===== config.mk =====
export PLATFORM = sky130hd
export DESIGN_NAME = lab_stats
export DESIGN_NICKNAME = d
export VERILOG_FILES = /design/src/rtl/lab_stats.sv
export SDC_FILE = /design/constraint.sdc
export NUM_CORES = 2
export LEC_CHECK = 0
export CORE_MARGIN = 2
export CORE_UTILIZATION = 50
export DETAILED_ROUTE_END_ITERATION = 16
export PLACE_DENSITY = 0.69
export SLEW_MARGIN = 30
export SYNTH_ARGS = -nofsm -noshare
export SYNTH_HDL_FRONTEND = slang
export SYNTH_SLANG_ARGS = --single-unit

===== constraint.sdc =====
create_clock -name i_clk -period 9.3 [get_ports i_clk]
set_clock_uncertainty 0.15 [all_clocks]
set_input_delay 0.93 -clock i_clk [delete_from_list [all_inputs] [get_ports i_clk]]
set_output_delay 0.93 -clock i_clk [all_outputs]
set_load 0.005 [all_outputs]

===== src/rtl/lab_stats.sv =====
`default_nettype none
// ============================================================================
//  Module   : lab_stats
//  Purpose  : Per-frame mean and variance of the L, a and b channels of a
//             Q3.13 Lab pixel stream (N = 2^LOG2_NPIX pixels per frame).
//  Ports    : i_clk, i_rst            - clock, synchronous active-high reset
//             i_valid, i_l/i_a/i_b    - input pixel handshake and data
//             o_ready                 - pixel accepted when i_valid & o_ready
//             o_valid                 - one-cycle pulse, results updated
//             o_mean_*                - frame mean, signed Q3.13
//             o_var_*                 - frame variance, unsigned Q3.13, sat.
//  Revision : 1.0 - initial release
// ============================================================================
module lab_stats #(
    parameter int LOG2_NPIX = 18
) (
    input  logic        i_clk,
    input  logic        i_rst,
    input  logic        i_valid,
    input  logic [15:0] i_l,
    input  logic [15:0] i_a,
    input  logic [15:0] i_b,
    output logic        o_ready,
    output logic        o_valid,
    output logic [15:0] o_mean_l,
    output logic [15:0] o_mean_a,
    output logic [15:0] o_mean_b,
    output logic [15:0] o_var_l,
    output logic [15:0] o_var_a,
    output logic [15:0] o_var_b
);

    localparam int SW = LOG2_NPIX + 16;    // signed sum width
    localparam int QW = LOG2_NPIX + 32;    // unsigned sum-of-squares width

    localparam logic [1:0] S_ACCUM = 2'd0;
    localparam logic [1:0] S_CALC  = 2'd1;
    localparam logic [1:0] S_DONE  = 2'd2;

    logic [1:0]           r_state;
    logic [LOG2_NPIX-1:0] r_cnt;
    logic [2:0]           r_step;

    logic signed [SW-1:0] r_sum_l, r_sum_a, r_sum_b;
    logic [QW-1:0]        r_sq_l,  r_sq_a,  r_sq_b;

    // Intermediate results held during CALC so outputs only move at its end
    logic signed [15:0]   r_mean_l, r_mean_a, r_mean_b;
    logic [31:0]          r_msq;
    logic [15:0]          r_var_l, r_var_a;

    logic                 w_accept;
    logic signed [31:0]   w_sq_l, w_sq_a, w_sq_b;
    logic signed [SW-1:0] w_sum_sel;
    logic [QW-1:0]        w_sq_sel;
    logic signed [15:0]   w_mean;
    logic [31:0]          w_msq;
    logic signed [15:0]   w_mean_sel;
    logic signed [31:0]   w_prod;
    logic signed [33:0]   w_diff;
    logic [20:0]          w_vsh;
    logic [15:0]          w_var;

    assign o_ready  = (r_state == S_ACCUM) && !i_rst;
    assign o_valid  = (r_state == S_DONE);
    assign w_accept = i_valid && o_ready;

    // Squares of 16-bit signed values never exceed 2^30, so they are
    // non-negative in 32 bits and can be zero-extended into the sums.
    assign w_sq_l = $signed(i_l) * $signed(i_l);
    assign w_sq_a = $signed(i_a) * $signed(i_a);
    assign w_sq_b = $signed(i_b) * $signed(i_b);

    // Channel selection for CALC: r_step[2:1] = 0 (l), 1 (a), 2 (b)
    always_comb begin
        w_sum_sel  = r_sum_b;
        w_sq_sel   = r_sq_b;
        w_mean_sel = r_mean_b;
        case (r_step[2:1])
            2'd0: begin
                w_sum_sel  = r_sum_l;
                w_sq_sel   = r_sq_l;
                w_mean_sel = r_mean_l;
            end
            2'd1: begin
                w_sum_sel  = r_sum_a;
                w_sq_sel   = r_sq_a;
                w_mean_sel = r_mean_a;
            end
            default: ;
        endcase
    end

    // Step A: floor mean (Q3.13) and mean of squares (Q6.26)
    assign w_mean = 16'(w_sum_sel >>> LOG2_NPIX);
    assign w_msq  = 32'(w_sq_sel >> LOG2_NPIX);

    // Step B: the single shared multiplier squares the stored mean
    assign w_prod = w_mean_sel * w_mean_sel;
    assign w_diff = $signed({2'b00, r_msq}) - $signed({{2{w_prod[31]}}, w_prod});
    assign w_vsh  = 21'(w_diff >>> 13);

    // w_vsh[20] is the sign of the difference; bits 19:16 flag overflow
    always_comb begin
        w_var = w_vsh[15:0];
        if (w_vsh[20]) begin
            w_var = 16'h0000;
        end else if (|w_vsh[19:16]) begin
            w_var = 16'hFFFF;
        end
    end

    always_ff @(posedge i_clk) begin
        if (i_rst) begin
            r_state  <= S_ACCUM;
            r_cnt    <= '0;
            r_step   <= 3'd0;
            r_sum_l  <= '0;
            r_sum_a  <= '0;
            r_sum_b  <= '0;
            r_sq_l   <= '0;
            r_sq_a   <= '0;
            r_sq_b   <= '0;
            r_mean_l <= '0;
            r_mean_a <= '0;
            r_mean_b <= '0;
            r_msq    <= '0;
            r_var_l  <= '0;
            r_var_a  <= '0;
            o_mean_l <= '0;
            o_mean_a <= '0;
            o_mean_b <= '0;
            o_var_l  <= '0;
            o_var_a  <= '0;
            o_var_b  <= '0;
        end else begin
            case (r_state)
                S_ACCUM: begin
                    if (w_accept) begin
                        r_sum_l <= r_sum_l + {{LOG2_NPIX{i_l[15]}}, i_l};
                        r_sum_a <= r_sum_a + {{LOG2_NPIX{i_a[15]}}, i_a};
                        r_sum_b <= r_sum_b + {{LOG2_NPIX{i_b[15]}}, i_b};
                        r_sq_l  <= r_sq_l + {{LOG2_NPIX{1'b0}}, w_sq_l};
                        r_sq_a  <= r_sq_a + {{LOG2_NPIX{1'b0}}, w_sq_a};
                        r_sq_b  <= r_sq_b + {{LOG2_NPIX{1'b0}}, w_sq_b};
                        // Counter wraps to 0 on the Nth accept
                        r_cnt   <= r_cnt + LOG2_NPIX'(1);
                        if (r_cnt == '1) begin
                            r_state <= S_CALC;
                            r_step  <= 3'd0;
                        end
                    end
                end
                S_CALC: begin
                    r_step <= r_step + 3'd1;
                    if (!r_step[0]) begin
                        r_msq <= w_msq;
                        case (r_step[2:1])
                            2'd0:    r_mean_l <= w_mean;
                            2'd1:    r_mean_a <= w_mean;
                            default: r_mean_b <= w_mean;
                        endcase
                    end else begin
                        case (r_step[2:1])
                            2'd0:    r_var_l <= w_var;
                            2'd1:    r_var_a <= w_var;
                            default: ;
                        endcase
                    end
                    // Last step: b variance is taken straight from w_var
                    if (r_step == 3'd5) begin
                        o_mean_l <= r_mean_l;
                        o_mean_a <= r_mean_a;
                        o_mean_b <= r_mean_b;
                        o_var_l  <= r_var_l;
                        o_var_a  <= r_var_a;
                        o_var_b  <= w_var;
                        r_state  <= S_DONE;
                    end
                end
                S_DONE: begin
                    r_state <= S_ACCUM;
                    r_step  <= 3'd0;
                    r_sum_l <= '0;
                    r_sum_a <= '0;
                    r_sum_b <= '0;
                    r_sq_l  <= '0;
                    r_sq_a  <= '0;
                    r_sq_b  <= '0;
                end
                default: r_state <= S_ACCUM;
            endcase
        end
    end

endmodule
`default_nettype wire

==> metrics.yaml <==
syn_avg_cell_area_sq_um: 8.501
max_freq_ghz: 0.1125
maxCapViolCount: 0
wl_met2_mm: 83.05
wl_met1_mm: 72.36
ant_nets: 0
drcViolationCount: 0
syn_to_final_growth_pct: 10.57
critPathTopFamily: "adder cells"
async_reset_ff_share_pct: 0
slew_headroom_pct: 29.27
nets: 9477
yosysWarnings: 0
syn-cell-area_sq_um: 64790
cpPeakStageDelay_ns: 0.57
cp_common_cell: "fa_1"
ys_seq_area_share_pct: 14.92
synth_largest_area_cell: "fa_1"
io-pin-count: 149
start_kind: "input port"
fin_area_sq_um: 71640
clockBufferDepth: 3
end_kind: "flip-flop"
placed_area_sq_um: 69770
worst_pin_slew_ns: 1.053
grt_pass1_vias: 54370
crit_buf_inv: 11
hold_class: "flip-flop to flip-flop"
grt_max_degree: 178
cts-root-buf: "clkbuf_16"
cts_tree: "yes"
fp.dieArea_sq_um: 132500
worstSkewPairLatency_ns: 0.63
drtIter0Drc: 3359
via_per_inst: 5.441
hold_violations: 0
cp_slowest_cell: "fa_1"
dp_hpwl_mm: 137.7
rows: 132
final_core_util_pct: 55.54
synth_most_common_cell: "inv_1"
grt_usage_pct: 26.03
numCtsBuffers: 56
setup_viol: 0
core_sq_um: 129000
fin_crit_sh_pct: 95.61
ys_ff_latch: 483
outcome: "finished clean"
cp.arrival_ns: 9.23
wl_per_cell_microns: 17.58
port_buffers: 148
drt_pass1_iterations: 8
syn_nets: 9244
drive_gt1_share_pct: 6.102
die_x_microns: 364.0
synth_top_area_share_pct: 31.02
antenna_found_initial: 2
wl_met3_mm: 8.316
top_layer_used: "met5"
worstPathRequired_ns: 9.64
critPathKind: "input port to flip-flop"
grt_overflow: 0
initial_utilization_pct: 50.23
cts_sinks: 483
place.gp.congestion: 0.9408
final_cells: 9641
crit_fanout: 9
drt-total-wl_mm: 169.5
rsz0062_at_grt: "no"
synthCells: 7622
ctsHoldBuffers: 0
synth_edf_count: 0
fp.dieH_microns: 364.0
num_vias: 52460
placedCellCount: 9539
htree_levels: 2
cts.clk_slew.worst_paths_ns: 0.06
slew_viol_final: 0
grt_pass1_wl_mm: 279.8
diodes: 0
timing.hold.ws_ns: 0.3031
yosys-top-cells-count: "inv_1, nand2_1, fa_1, ha_1, a21oi_1"
yosys-top-cells-area: "fa_1, dfxtp_1, ha_1"
synth_cell_types: 90
post-route-min-period_ns: 8.891
synthFlopType: "dfxtp_1"
[worst paths after layout]
check	from	endpoint	slack, ns	depth (start not counted)
hold reg to reg	r_var_l[8]	r_var_l[8]	0.30	2
setup reg to reg	r_step[1]	o_var_b[11]	0.71	25
setup / recovery	i_l[3]	r_sq_l[49]	0.41	35
hold / removal	r_var_l[8]	r_var_l[8]	0.30	2
[cells in the final DEF (no fill, tap or decap), types with 13 or more instances in the layout]
cell type / instances
inv_1: 1383
nand2_1: 1027
fa_1: 1004
ha_1: 567
a21oi_1: 545
dfxtp_1: 481
nor2_1: 409
buf_4: 285
o21ai_0: 278
xnor2_1: 237
nand3_1: 206
a21o_1: 155
clkdlybuf4s50_1: 144
and2_1: 123
xor2_1: 117
mux2i_1: 61
nor3_1: 60
clkbuf_16: 56
nand2b_1: 53
o21a_1: 40
and3_1: 37
a31oi_1: 36
nand4_1: 36
a211oi_1: 35
o21bai_1: 34
nor2b_1: 33
o211ai_1: 32
or3_1: 30
o31ai_1: 23
a22o_1: 22
or2_2: 17
a31o_2: 16
clkinv_2: 16
o21ai_1: 15
and4_1: 13
nand3b_1: 13
nor4_1: 13
[flip-flops by register name, summed over array words and instances, names as in the netlist, 18 cells and up]
signal,cells
r_cnt,18
r_sq_a,50
r_sum_a,34
r_sq_b,50
r_sq_l,50
r_sum_l,34
r_msq,32
r_sum_b,34
[timing repair]
item | CTS | global route
resized for setup | 0 | 5
endpoints found under the setup margin | 0 | 9
setup buffers | 0 | 0
[metrics by stage]
step	setup WS [ns]	TNS (ns)
global placement	-0.009694	-0.009694
floorplan	0.4907	0
CTS	0.4859	0
detailed placement	-0.1378	-0.9844
finish	0.4086	0
global route	0.01759	0
[layer usage]
layer | GRT usage [%] | up-vias
met2 | 45.01 | 1387
met1 | 34.34 | 25960
li1 | - | 24810
met4 | 8.315 | 2
met5 | 0 | -
met3 | 2.515 | 303
[final cells by class]
class | count | area [sq um]
well taps | 1742 | 2180
clock buffers | 70 | 1544
multi-input cells | 5483 | 48940
fillers | 11780 | 57350
inverters | 1390 | 5218
clock inverters | 32 | 307.8
repair buffers | 441 | 3779
flip-flops and latches | 483 | 9674
[cells by family (layout without fill, tap and decap cells)]
group / count (synthesis) / in the layout / share of synthesized area, %
simple gates: 2118 / 2118 / 14.59
buf+inv: 1656 / 1933 / 9.667
fa+ha+maj: 1571 / 1571 / 41.97
compound gates: 1370 / 1370 / 12.96
flops: 483 / 483 / 14.92
xor+xnor: 354 / 354 / 4.785
mux: 70 / 70 / 1.105
[worst min-delay path: cells and delay by family (launching register included)]
kind               cells  cell delay [ns]
and+or+nand+nor        1             0.05
AOI/OAI and AO/OA      1             0.05
DFF                    1             0.31
Power is left out: the tool's default activity adds up to more than one toggle a clock period on the data nets, which glitch-free logic cannot reach.
